==> config.mk <==
export PLATFORM = sky130hd
export DESIGN_NAME = pipeline_hazard_ctrl_flat
export DESIGN_NICKNAME = d
export VERILOG_FILES = /design/src/rtl/pipeline_hazard_ctrl_pkg.sv /design/src/rtl/pipeline_hazard_ctrl_if.sv /design/src/rtl/pipeline_hazard_ctrl_match.sv /design/src/rtl/pipeline_hazard_ctrl.sv /design/src/flat_wrapper.sv
export SDC_FILE = /design/constraint.sdc
export NUM_CORES = 1
export LEC_CHECK = 0
export ABC_CLOCK_PERIOD_IN_PS = 3400
export BUFFER_PORTS_ARGS = -buffer_cell sky130_fd_sc_hd__clkbuf_2
export CAP_MARGIN = 15
export CORE_AREA = 2 2 95 97
export DETAILED_ROUTE_END_ITERATION = 8
export DIE_AREA = 0 0 97 99
export PLACE_DENSITY = 0.86
export SLEW_MARGIN = 20
export SYNTH_ARGS = -nofsm -noshare
export SYNTH_HDL_FRONTEND = slang
export SYNTH_HIERARCHICAL = 1
export SYNTH_SLANG_ARGS = --single-unit
export TNS_END_PERCENT = 100
==> constraint.sdc <==
create_clock -name clk -period 3.4 [get_ports clk]
set_clock_uncertainty 0.05 [all_clocks]
set_input_delay 0.34 -clock clk [delete_from_list [all_inputs] [get_ports clk]]
set_output_delay 0.34 -clock clk [all_outputs]
set_load 0.05 [all_outputs]
==> src/rtl/pipeline_hazard_ctrl_pkg.sv <==
// Shared types for the hazard / pipeline-control unit: scoreboard entry, control
// priority encoding and the forwarding-select constant.
package hazard_pkg;

  // Scoreboard rd field is sized for the widest supported register address;
  // narrower addresses are zero-extended on write and compare.
  localparam int unsigned MAX_REG_AW = 8;

  // fwd_sel value meaning "take the operand from the register file".
  localparam int unsigned FWD_REGFILE = 0;

  typedef struct packed {
    logic                  valid;
    logic [MAX_REG_AW-1:0] rd;
    logic                  is_load;
  } sb_entry_t;

  // Control modes, one per priority level.
  typedef enum logic [1:0] {
    CtlNone   = 2'd0,
    CtlHazard = 2'd1,
    CtlFlush  = 2'd2,
    CtlFreeze = 2'd3
  } ctl_mode_e;

  // Busywait beats a taken branch, which beats a decode hazard.
  function automatic ctl_mode_e ctl_priority(input logic busy, input logic branch,
                                             input logic hazard);
    if (busy)        return CtlFreeze;
    else if (branch) return CtlFlush;
    else if (hazard) return CtlHazard;
    else             return CtlNone;
  endfunction

endpackage

==> src/rtl/pipeline_hazard_ctrl_if.sv <==
// Decode / control bundle between the pipeline and the hazard unit.
// master = pipeline side (drives decode state), slave = hazard unit.
interface pipeline_hazard_ctrl_if #(
  parameter int unsigned STAGES = 3,
  parameter int unsigned REG_AW = 5,
  parameter int unsigned CNT_W  = 32
);
  localparam int unsigned FW = $clog2(STAGES + 1);

  logic              id_valid;
  logic [REG_AW-1:0] id_rs1;
  logic [REG_AW-1:0] id_rs2;
  logic              id_rs1_used;
  logic              id_rs2_used;
  logic [REG_AW-1:0] id_rd;
  logic              id_wen;
  logic              id_is_load;
  logic              branch_taken;
  logic              mem_busywait;
  logic              freeze;
  logic              stall_pc;
  logic              stall_if_id;
  logic              flush_if_id;
  logic              bubble_ex;
  logic [FW-1:0]     fwd_sel_rs1;
  logic [FW-1:0]     fwd_sel_rs2;
  logic [CNT_W-1:0]  stall_cycles;
  logic [CNT_W-1:0]  flush_count;

  modport master (
    output id_valid, id_rs1, id_rs2, id_rs1_used, id_rs2_used, id_rd, id_wen, id_is_load,
    output branch_taken, mem_busywait,
    input  freeze, stall_pc, stall_if_id, flush_if_id, bubble_ex,
    input  fwd_sel_rs1, fwd_sel_rs2, stall_cycles, flush_count
  );

  modport slave (
    input  id_valid, id_rs1, id_rs2, id_rs1_used, id_rs2_used, id_rd, id_wen, id_is_load,
    input  branch_taken, mem_busywait,
    output freeze, stall_pc, stall_if_id, flush_if_id, bubble_ex,
    output fwd_sel_rs1, fwd_sel_rs2, stall_cycles, flush_count
  );

endinterface

==> src/rtl/pipeline_hazard_ctrl_match.sv <==
// hazard_match: youngest scoreboard entry whose destination equals one source operand.
// x0 and unused operands never match.
module hazard_match
  import hazard_pkg::*;
#(
  parameter int unsigned STAGES = 3,
  parameter int unsigned REG_AW = 5,
  parameter int unsigned IW     = $clog2(STAGES + 1)
) (
  input  sb_entry_t         sb [STAGES],
  input  logic              used,
  input  logic [REG_AW-1:0] rs,
  output logic              hit,
  output logic [IW-1:0]     idx,
  output logic              is_load
);

  // Scan oldest to youngest so the lowest matching index is the last one written.
  always_comb begin
    hit     = 1'b0;
    idx     = '0;
    is_load = 1'b0;
    if (used && (rs != '0)) begin
      for (int i = STAGES - 1; i >= 0; i--) begin
        if (sb[i].valid && (sb[i].rd == MAX_REG_AW'(rs))) begin
          hit     = 1'b1;
          idx     = IW'(i);
          is_load = sb[i].is_load;
        end
      end
    end
  end

endmodule

==> src/rtl/pipeline_hazard_ctrl.sv <==
// pipeline_hazard_ctrl: scoreboard-based hazard detection, stall/flush/freeze generation,
// forwarding selects and saturating stall/flush counters.
// Optional feature macro HAZARD_FWD_EN: when defined, forwarding is used and only
// load-use stalls; when undefined every RAW match stalls and fwd_sel is tied 0.
module pipeline_hazard_ctrl
  import hazard_pkg::*;
#(
  parameter int unsigned STAGES = 3,
  parameter int unsigned REG_AW = 5,
  parameter int unsigned CNT_W  = 32
) (
  input logic                   clk,
  input logic                   reset,
  pipeline_hazard_ctrl_if.slave bus
);

  localparam int unsigned FW = $clog2(STAGES + 1);

  sb_entry_t        sb_q [STAGES];
  sb_entry_t        new_entry;
  logic             hit1, hit2, ld1, ld2, haz1, haz2, hazard;
  logic [FW-1:0]    idx1, idx2;
  ctl_mode_e        mode;
  logic [CNT_W-1:0] stall_cycles_q, flush_count_q;

  hazard_match #(.STAGES(STAGES), .REG_AW(REG_AW), .IW(FW)) u_match_rs1 (
    .sb      (sb_q),
    .used    (bus.id_valid & bus.id_rs1_used),
    .rs      (bus.id_rs1),
    .hit     (hit1),
    .idx     (idx1),
    .is_load (ld1)
  );

  hazard_match #(.STAGES(STAGES), .REG_AW(REG_AW), .IW(FW)) u_match_rs2 (
    .sb      (sb_q),
    .used    (bus.id_valid & bus.id_rs2_used),
    .rs      (bus.id_rs2),
    .hit     (hit2),
    .idx     (idx2),
    .is_load (ld2)
  );

`ifdef HAZARD_FWD_EN
  // Only a load still in EX cannot be forwarded.
  assign haz1 = hit1 && (idx1 == '0) && ld1;
  assign haz2 = hit2 && (idx2 == '0) && ld2;
  assign bus.fwd_sel_rs1 = (hit1 && !haz1) ? idx1 + FW'(1) : FW'(FWD_REGFILE);
  assign bus.fwd_sel_rs2 = (hit2 && !haz2) ? idx2 + FW'(1) : FW'(FWD_REGFILE);
`else
  assign haz1 = hit1;
  assign haz2 = hit2;
  assign bus.fwd_sel_rs1 = FW'(FWD_REGFILE);
  assign bus.fwd_sel_rs2 = FW'(FWD_REGFILE);
  logic unused_match;
  assign unused_match = ^{idx1, idx2, ld1, ld2};
`endif

  assign hazard = haz1 | haz2;
  assign mode   = ctl_priority(bus.mem_busywait, bus.branch_taken, hazard);

  // Decode control outputs from the winning priority level.
  always_comb begin
    bus.freeze      = 1'b0;
    bus.stall_pc    = 1'b0;
    bus.stall_if_id = 1'b0;
    bus.flush_if_id = 1'b0;
    bus.bubble_ex   = 1'b0;
    unique case (mode)
      CtlFreeze: begin
        bus.freeze      = 1'b1;
        bus.stall_pc    = 1'b1;
        bus.stall_if_id = 1'b1;
      end
      CtlFlush: begin
        bus.flush_if_id = 1'b1;
        bus.bubble_ex   = 1'b1;
      end
      CtlHazard: begin
        bus.stall_pc    = 1'b1;
        bus.stall_if_id = 1'b1;
        bus.bubble_ex   = 1'b1;
      end
      default: ;
    endcase
  end

  // Entry that decode would push into EX when it advances.
  always_comb begin
    new_entry         = '0;
    new_entry.valid   = bus.id_valid & bus.id_wen & (bus.id_rd != '0);
    new_entry.rd      = MAX_REG_AW'(bus.id_rd);
    new_entry.is_load = bus.id_is_load;
  end

  // Scoreboard shift; bubble or flush inserts an invalid entry, freeze holds everything.
  always_ff @(posedge clk or posedge reset) begin
    if (reset) begin
      for (int i = 0; i < STAGES; i++) sb_q[i] <= '0;
    end else if (mode != CtlFreeze) begin
      for (int i = STAGES - 1; i > 0; i--) sb_q[i] <= sb_q[i-1];
      sb_q[0] <= (mode == CtlNone) ? new_entry : '0;
    end
  end

  // Saturating performance counters; frozen cycles never count.
  always_ff @(posedge clk or posedge reset) begin
    if (reset) begin
      stall_cycles_q <= '0;
      flush_count_q  <= '0;
    end else begin
      if (mode == CtlHazard && stall_cycles_q != '1) stall_cycles_q <= stall_cycles_q + CNT_W'(1);
      if (mode == CtlFlush && flush_count_q != '1) flush_count_q <= flush_count_q + CNT_W'(1);
    end
  end

  assign bus.stall_cycles = stall_cycles_q;
  assign bus.flush_count  = flush_count_q;

endmodule

==> src/flat_wrapper.sv <==
// flat-port wrapper written by rule: the top's interface ports become plain ports
module pipeline_hazard_ctrl_flat import hazard_pkg::*;
#(
  parameter int unsigned STAGES = 3,
  parameter int unsigned REG_AW = 5,
  parameter int unsigned CNT_W  = 32
)
  (clk, reset, bus_id_valid, bus_id_rs1, bus_id_rs2, bus_id_rs1_used, bus_id_rs2_used, bus_id_rd, bus_id_wen, bus_id_is_load, bus_branch_taken, bus_mem_busywait, bus_freeze, bus_stall_pc, bus_stall_if_id, bus_flush_if_id, bus_bubble_ex, bus_fwd_sel_rs1, bus_fwd_sel_rs2, bus_stall_cycles, bus_flush_count);
  pipeline_hazard_ctrl_if #(.STAGES(STAGES), .REG_AW(REG_AW), .CNT_W(CNT_W)) bus_i ();
  input logic clk;
  input logic reset;
  input wire logic [$bits(bus_i.id_valid)-1:0] bus_id_valid;
  input wire logic [$bits(bus_i.id_rs1)-1:0] bus_id_rs1;
  input wire logic [$bits(bus_i.id_rs2)-1:0] bus_id_rs2;
  input wire logic [$bits(bus_i.id_rs1_used)-1:0] bus_id_rs1_used;
  input wire logic [$bits(bus_i.id_rs2_used)-1:0] bus_id_rs2_used;
  input wire logic [$bits(bus_i.id_rd)-1:0] bus_id_rd;
  input wire logic [$bits(bus_i.id_wen)-1:0] bus_id_wen;
  input wire logic [$bits(bus_i.id_is_load)-1:0] bus_id_is_load;
  input wire logic [$bits(bus_i.branch_taken)-1:0] bus_branch_taken;
  input wire logic [$bits(bus_i.mem_busywait)-1:0] bus_mem_busywait;
  output wire logic [$bits(bus_i.freeze)-1:0] bus_freeze;
  output wire logic [$bits(bus_i.stall_pc)-1:0] bus_stall_pc;
  output wire logic [$bits(bus_i.stall_if_id)-1:0] bus_stall_if_id;
  output wire logic [$bits(bus_i.flush_if_id)-1:0] bus_flush_if_id;
  output wire logic [$bits(bus_i.bubble_ex)-1:0] bus_bubble_ex;
  output wire logic [$bits(bus_i.fwd_sel_rs1)-1:0] bus_fwd_sel_rs1;
  output wire logic [$bits(bus_i.fwd_sel_rs2)-1:0] bus_fwd_sel_rs2;
  output wire logic [$bits(bus_i.stall_cycles)-1:0] bus_stall_cycles;
  output wire logic [$bits(bus_i.flush_count)-1:0] bus_flush_count;
  assign bus_i.id_valid = bus_id_valid;
  assign bus_i.id_rs1 = bus_id_rs1;
  assign bus_i.id_rs2 = bus_id_rs2;
  assign bus_i.id_rs1_used = bus_id_rs1_used;
  assign bus_i.id_rs2_used = bus_id_rs2_used;
  assign bus_i.id_rd = bus_id_rd;
  assign bus_i.id_wen = bus_id_wen;
  assign bus_i.id_is_load = bus_id_is_load;
  assign bus_i.branch_taken = bus_branch_taken;
  assign bus_i.mem_busywait = bus_mem_busywait;
  assign bus_freeze = bus_i.freeze;
  assign bus_stall_pc = bus_i.stall_pc;
  assign bus_stall_if_id = bus_i.stall_if_id;
  assign bus_flush_if_id = bus_i.flush_if_id;
  assign bus_bubble_ex = bus_i.bubble_ex;
  assign bus_fwd_sel_rs1 = bus_i.fwd_sel_rs1;
  assign bus_fwd_sel_rs2 = bus_i.fwd_sel_rs2;
  assign bus_stall_cycles = bus_i.stall_cycles;
  assign bus_flush_count = bus_i.flush_count;
  pipeline_hazard_ctrl #(.STAGES(STAGES), .REG_AW(REG_AW), .CNT_W(CNT_W)) u_core (.clk(clk), .reset(reset), .bus(bus_i));
endmodule
Word level (Yosys, flattened, before mapping) --
Cells that the tools add are included.
Word-level totals: bits in registers 91, bits of input ports 24, output and inout port bits 73
Operators by class: add/subtract/negate cells 2, equal/unequal tests 12, muxes and demuxes 16, bitwise operators 5, reduce and logical (&&, ||, !) cells 16
Operators with widths (number):
- $add 32x1->32 const B | 2
- $ne 32x32->1 const B | 2
- $eq 8x5->1 | 6
- $reduce_bool 5->1 | 3
- $mux 1 | 13
- $logic_and 1x1->1 | 10
- $mux 10 | 1
- $and 1x1->1 | 4
- $eq 2x2->1 const B | 2
- $mux 2 | 2
- $reduce_or 2->1 | 2
- $eq 2x1->1 const B | 1
- $logic_not 2->1 | 1
- $ne 2x2->1 const B | 1
- $or 1x1->1 | 1

Longest topological paths before layout --
Gate-level depths: netlist of the first run.
word-level depth 13, mapped depth 10

Hierarchy --
The synthesis of the first run kept the hierarchy.
Modules (own cells, without submodules):
- pipeline_hazard_ctrl | times used 1, cells each 369, area an instance 4011.3 um^2, seq. area each 2127.0 um^2
- hazard_match | times used 2, cells each 37, area an instance 306.5 um^2, seq. area each 0.0 um^2

Worst setup path before layout of the first run --
No wires, ideal clock.
path type register -> register, start point register u_core/sb_q[12] (netlist name), end point register u_core.stall_cycles_q[28], in the netlist u_core/bus.stall_cycles[28], setup time 142 ps, arrival time 2549 ps, required time 3208 ps, setup slack 659 ps, cell stages (with the launch flop) 11, buffers on the path 1, clock period less this slack 2741 ps, path through dfrtp_1 > xor2_1 > nor4_4 > nand3_1 > a31oi_1 > or2_2 > clkbuf_1 > nand3_1 > a211oi_1 > nand4_1 > xnor2_1
Between the ends: word-level cells in the longest chain between the ends 11
RTL lines:
- start, declared | RTL line pipeline_hazard_ctrl.sv:19 | sb_entry_t sb_q [STAGES];
- $eq 8x5->1 | RTL line pipeline_hazard_ctrl_match.sv:25 | if (sb[i].valid && (sb[i].rd == MAX_REG_AW'(rs))) begin
- $logic_and 1x1->1 | RTL line pipeline_hazard_ctrl_match.sv:25
- $mux 1 (2 in a row) | RTL line pipeline_hazard_ctrl_match.sv:25
- $mux 1 | RTL line pipeline_hazard_ctrl_match.sv:23 | if (used && (rs != '0)) begin
- named net u_core.haz2 | RTL line pipeline_hazard_ctrl.sv:21 | logic hit1, hit2, ld1, ld2, haz1, haz2, hazard;
- $or 1x1->1 | RTL line pipeline_hazard_ctrl.sv:59 | assign hazard = haz1 | haz2;
- $mux 1 | RTL line pipeline_hazard_ctrl_pkg.sv:31 | else if (hazard) return CtlHazard;
- $mux 2 | RTL line pipeline_hazard_ctrl_pkg.sv:30 | else if (branch) return CtlFlush;
- $mux 2 | RTL line pipeline_hazard_ctrl_pkg.sv:29 | if (busy) return CtlFreeze;
- $eq 2x1->1 | RTL line pipeline_hazard_ctrl.sv:112 | if (mode == CtlHazard && stall_cycles_q != '1) stall_cycles_q <= stall_cycles_q + CNT_W'(1);
- $logic_and 1x1->1 | RTL line pipeline_hazard_ctrl.sv:112
- end signal, assigned | RTL line pipeline_hazard_ctrl.sv:112
- end, declared | RTL line pipeline_hazard_ctrl.sv:24 | logic [CNT_W-1:0] stall_cycles_q, flush_count_q;
The timed path passes the listed nets, and every way through them passes these cells. A chain may end at the register's enable or synchronous reset.

Worst setup path after layout of the first run --
start point register u_core/sb_q[24] (netlist name), end point register u_core.stall_cycles_q[22], in the netlist u_core/bus.stall_cycles[22]
Between the ends: word-level cells in the longest chain between the ends 10
RTL lines (RTL line):
- $eq 8x5->1 | pipeline_hazard_ctrl_match.sv:25
- $logic_and 1x1->1 | pipeline_hazard_ctrl_match.sv:25
- $mux 1 | pipeline_hazard_ctrl_match.sv:25
- $mux 1 | pipeline_hazard_ctrl_match.sv:23
- named net u_core.haz2 | pipeline_hazard_ctrl.sv:21
- $or 1x1->1 | pipeline_hazard_ctrl.sv:59
- $mux 1 | pipeline_hazard_ctrl_pkg.sv:31
- $mux 2 | pipeline_hazard_ctrl_pkg.sv:30
- $mux 2 | pipeline_hazard_ctrl_pkg.sv:29
- $eq 2x1->1 | pipeline_hazard_ctrl.sv:112
- $logic_and 1x1->1 | pipeline_hazard_ctrl.sv:112
The timed path passes the listed nets, and every way through them passes these cells.

==> flow_summary_export.csv, run 1 <==
group,metric,value,unit
clock_network,clk_latency,0.36,ns
clock_network,cts_resized,0,
worst_setup_path,cp.arrival,3.06,ns
min_path,hp-class,"input port to async pin",
die,coreArea,8550,um2
timing,slew_viol_final,0,
die,rows,34,
run,cap_violations,0,
layout,finalCoreUtilization,60.6,%
timing,clock.fmax,351,MHz
route,drc,0,
pwr,p_leak,2.47,nW
route,vias,3516,
synthesis,yosysWarnings,6,
layout,synthToLayoutAreaGrowth,18.0,%
timing,period_share,83.7,%
die,fp.dieW,97,um
status,violations,"hold timing",
clock_network,cts_tree,"built",
route,drtIter0Drc,199,
layout,fin_nets,558,
placed_design,gp_congestion,0.919,
grt,grt_pass1_wl,17400,um
layout,fin_cells,645,
clock_network,root_buffer,"clkbuf_8",
placed_design,dpl.cell_count,629,
pwr,peakVddDrop,335,uV
placed_design,post-dp-hpwl,7630,um
synthesis,syn_inst,419,
worst_setup_path,critPathMaxFanout,8,
layout,final_area,5180,um2
layout,mostFrequentLayoutCell,"clkbuf_2",
timing,rsz0062_at_grt,"no",
timing,totalNegativeSetupSlack,0,ns
route,detail-route-antenna-nets,0,
layout,diodes,0,
clock_network,post-cts-setup-buffers,0,
die,io_pins,97,
grt,grt_max_degree,41,
timing,setup_violations,0,
clock_network,cts_buffers,9,
timing,min_period,2.85,ns
clock_network,h-tree-depth,3,
worst_setup_path,crit_type,"flop to flop",
placed_design,place_area,5020,um2
clock_network,cts_buffer_depth,2,
timing,hold_viol,8,
placed_design,portBuffers,91,
grt,grt_antenna_before_repair,0,
die,start_util,51.3,%
pwr,pwr_density_cell,407,nW/um2
route,finalWirelength,10200,um
grt,grt_overflow,0,
layout,drive_above_1_share,25.9,%
timing,hold_slack,-0.00368,ns
timing,fin_ws,0.555,ns
grt,grt_usage,22.2,%
route,avgRoutedWirePerCell,15.8,um
worst_setup_path,critical_path.startpoint_type,"flop",
worst_setup_path,critical_path_required,3.61,ns
timing,relSlewSlack,47.0,%
synthesis,avgSynthCellArea,10.5,um2
die,dieArea,9600,um2
synthesis,synthesis.area,4390,um2
clock_network,clk_pin_slew,0.09,ns
grt,grt_pass1_vias,3497,
pwr,power,2.11,mW
clock_network,clock_sinks,82,
layout,mostFrequentLayoutCells,"clkbuf_2 (91), dfrtp_1 (82), xnor2_1 (54)",
status,status,"complete, but fails checks",
placed_design,pre_cts_slack,0.600,ns
route,viasPerCell,5.45,
worst_setup_path,cp-end-kind,"flop",
die,die_h,99,um
timing,tightest_slew,0.788,ns
route,first_pass_iters,4,
clock_network,hold_buffers,0,
## state kept, by name, indices dropped and copies added (netlist names)
register                 flops
u_core/bus.flush_count      32
u_core/bus.stall_cycles     32
u_core/sb_q                 18
## layer usage
metal / GRT usage, % / up-vias / share of wire [%]
met4: 8.02 / 0 / 1.8
met3: 3.97 / 13 / 4.5
met5: 0 / - / 0
li1: - / 1701 / -
met2: 37.0 / 102 / 49
met1: 29.3 / 1700 / 45
## where the power goes
part	leakage, nW	switching (mW)	internal [mW]
Combinational	1.28	0.262	0.131
Sequential	1.11	0.0752	1.03
Clock	0.0766	0.345	0.266
## worst max-delay path, cell delays in order, from the launching register on
cell and delay (ns):
dfrtp_1 0.44, xnor2_1 0.22, nand4_1 0.13, or2_2 0.28, a31oi_1 0.17, or2_2 0.24
nand3_1 0.30, or3_1 0.46, nor4_1 0.26, xor2_1 0.23
## area by class of cell
cell class                 count  area [um2]
timing repair buffer          95         485
inverter                       7        27.5
sequential                    82        2050
multi-input combinational    337        2320
fill                         723        3370
clock buffer                  12         135
clock inverter                 4        28.8
tap                          108         135
## worst paths after layout
path	from	to	slack [ns]	cells after the start
min in group clk	bus_id_wen	u_core/sb_q[29]	0.18	3
worst max register to register	u_core/sb_q[24]	u_core/bus.stall_cycles[22]	0.55	9
worst min-delay path	reset	u_core/bus.stall_cycles[29]	-0.004	2
worst max-delay path	u_core/sb_q[24]	u_core/bus.stall_cycles[22]	0.55	9
worst min register to register	u_core/bus.flush_count[27]	u_core/bus.flush_count[27]	0.46	1
max in group asynchronous	reset	u_core/sb_q[29]	2.53	3
Note: power is estimated with default switching activity, not from simulation.
==> run 2: changes to the inputs <==
--- a/config.mk
+++ b/config.mk
@@ -5,13 +5,13 @@
 export SDC_FILE = /design/constraint.sdc
 export NUM_CORES = 1
 export LEC_CHECK = 0
-export ABC_CLOCK_PERIOD_IN_PS = 3400
+export ABC_CLOCK_PERIOD_IN_PS = 2400
 export BUFFER_PORTS_ARGS = -buffer_cell sky130_fd_sc_hd__clkbuf_2
 export CAP_MARGIN = 15
-export CORE_AREA = 2 2 95 97
+export CORE_AREA = 2 2 100 102
 export DETAILED_ROUTE_END_ITERATION = 8
-export DIE_AREA = 0 0 97 99
-export PLACE_DENSITY = 0.86
+export DIE_AREA = 0 0 102 104
+export PLACE_DENSITY = 0.82
 export SLEW_MARGIN = 20
 export SYNTH_ARGS = -nofsm -noshare
 export SYNTH_HDL_FRONTEND = slang
==> constraint.sdc (replaced) <==
create_clock -name clk -period 2.4 [get_ports clk]
set_clock_uncertainty 0.05 [all_clocks]
set_input_delay 0.24 -clock clk [delete_from_list [all_inputs] [get_ports clk]]
set_output_delay 0.24 -clock clk [all_outputs]
set_load 0.05 [all_outputs]
==> run 2 against run 1 <==
The flow finishes with violations (setup timing). Highest routed layer unchanged. Setup slack got worse by 0.64 ns. Sequential cell count unchanged. Die area increased by 10%. Cell area increased by 11%. Clock power grew 63%. Global-route usage decreased by 0.73 points. Critical endpoint is now u_core/bus.stall_cycles[21]. Critical path depth grew 2. Sequential power rose by 43%. Via count is 7.2% higher. First-iteration DRC count decreased by 24%.
==> flow_summary_export.csv, run 2 (same netlist as run 1, synthesis figures left out) <==
group,metric,value,unit
worst_setup_path,cp-end-kind,"flop",
layout,synthToLayoutAreaGrowth,31.5,%
pwr,p_leak,2.69,nW
worst_setup_path,critical_path_required,2.59,ns
placed_design,portBuffers,91,
layout,nFillCells,824,
clock_network,cts_buffer_depth,2,
timing,rsz0062_at_grt,"yes",
layout,diodes,0,
layout,fin_nets,590,
timing,min_period,2.48,ns
timing,setup_violations,17,
grt,grt_pass1_vias,3765,
worst_setup_path,crit_type,"flop to flop",
timing,slew_viol_final,0,
layout,finalCoreUtilization,60.5,%
die,io_pins,97,
min_path,hp-class,"input port to flop",
die,coreArea,9550,um2
worst_setup_path,cp.arrival,2.68,ns
grt,grt_overflow,0,
route,first_pass_iters,4,
route,avgRoutedWirePerCell,15.9,um
die,start_util,46.0,%
timing,clock.fmax,403,MHz
clock_network,cts_tree,"built",
worst_setup_path,critPathMaxFanout,5,
run,cap_violations,0,
layout,drive_above_1_share,36.2,%
timing,fin_ws,-0.0841,ns
timing,relSlewSlack,63.2,%
grt,grt_pass1_wl,18200,um
status,status,"complete, but fails checks",
route,detail-route-antenna-nets,0,
status,violations,"setup timing",
pwr,pwr_density_cell,549,nW/um2
route,drc,0,
grt,grt_max_degree,83,
route,vias,3768,
clock_network,h-tree-depth,3,
die,fp.dieW,102,um
grt,grt_antenna_before_repair,0,
timing,hold_slack,0.0542,ns
route,drtIter0Drc,152,
die,die_h,104,um
layout,mostFrequentLayoutCells,"clkbuf_2 (88), dfrtp_1 (72), xnor2_1 (52)",
clock_network,clock_sinks,82,
placed_design,pre_cts_slack,-0.130,ns
clock_network,clk_latency,0.36,ns
placed_design,dpl.cell_count,675,
clock_network,root_buffer,"clkbuf_8",
worst_setup_path,critical_path.startpoint_type,"flop",
worst_setup_path,ff2ff_setup_slack,-0.08,ns
route,viasPerCell,5.37,
pwr,peakVddDrop,444,uV
layout,mostFrequentLayoutCell,"clkbuf_2",
placed_design,gp_congestion,0.906,
timing,hold_viol,0,
timing,tightest_slew,0.547,ns
route,finalWirelength,11200,um
die,dieArea,10600,um2
layout,fin_cells,702,
placed_design,post-dp-hpwl,7610,um
die,rows,36,
clock_network,clk_pin_slew,0.08,ns
timing,period_share,104,%
timing,totalNegativeSetupSlack,-0.956,ns
grt,grt_usage,21.5,%
clock_network,cts_buffers,9,
==> run 2: cell count changes in the layout (fill, tap and decap cells not counted), moves of 4 or more <==
cell | before | now
dfrtp_1 | 82 | 72
buf_6 | 0 | 4
nor4_1 | 9 | 4
buf_4 | 4 | 30
nand3_1 | 27 | 23
dfrtp_2 | 0 | 10
==> run 2: path summary, 6_finish.rpt <==
path                                             from                           to  cells past startpoint
max                                   u_core/sb_q[12]  u_core/bus.stall_cycles[21]                     11
min                                        bus_id_wen              u_core/sb_q[29]                      3
max reg2reg                           u_core/sb_q[12]  u_core/bus.stall_cycles[21]                     11
min reg2reg                u_core/bus.flush_count[27]   u_core/bus.flush_count[27]                      1
max in group asynchronous                       reset              u_core/sb_q[14]                      4
min in group asynchronous                       reset   u_core/bus.flush_count[27]                      4
==> run 2: report_power, final <==
part	switching [mW]	internal, mW	total (mW)
Combinational	0.382	0.223	0.604
Clock	0.494	0.508	1.00
Sequential	0.104	1.46	1.57
Total	0.980	2.19	3.17
==> run 2: cell type report <==
cell class | instances | area [um2] | share of cell area, %
clock inverters | 3 | 40.0 | 0.693
repair buffers | 127 | 783 | 13.6
multi-input cells | 337 | 2540 | 44.0
well taps | 133 | 166 | 2.88
clock buffers | 13 | 149 | 2.58
inverters | 7 | 30.0 | 0.520
flip-flops and latches | 82 | 2060 | 35.7
==> run 2: worst max-delay path: stages (launching register included) <==
cell     delay [ns]
dfrtp_1        0.42
xor2_1         0.18
nor4_4         0.28
nand3_1        0.11
a31oi_1        0.18
or2_4          0.18
buf_4          0.12
nand4_1        0.16
nor2_2         0.21
buf_4          0.18
nand4_1        0.12
xnor2_1        0.16
==> run 2: repair_timing <==
item | CTS | global route
endpoints found under the hold margin | 82 | 0
gates cloned | 0 | 1
setup buffers | 4 | 5
setup endpoints to repair | 11 | 28
pin swaps | 8 | 10
gates resized for setup | 18 | 30
hold buffers | 1 | 0
==> run 2: per-layer routing <==
metal  GRT usage, %  vias to the layer above  part of all wire, %
li1               -                     1765                    -
met1           27.7                     1867                   42
met2           35.4                      116                   51
met3           4.84                       20                  5.1
met4           7.24                        0                  1.9
met5              0                        -                    0
==> run 2: metrics by stage <==
step                      area (um2)  power [mW]
final                           5780        3.17
after global routing            5780        3.32
after CTS                       5570        3.19
after detailed placement        5250        2.17
after global placement          5250        2.15
after floorplan                 4500        2.00
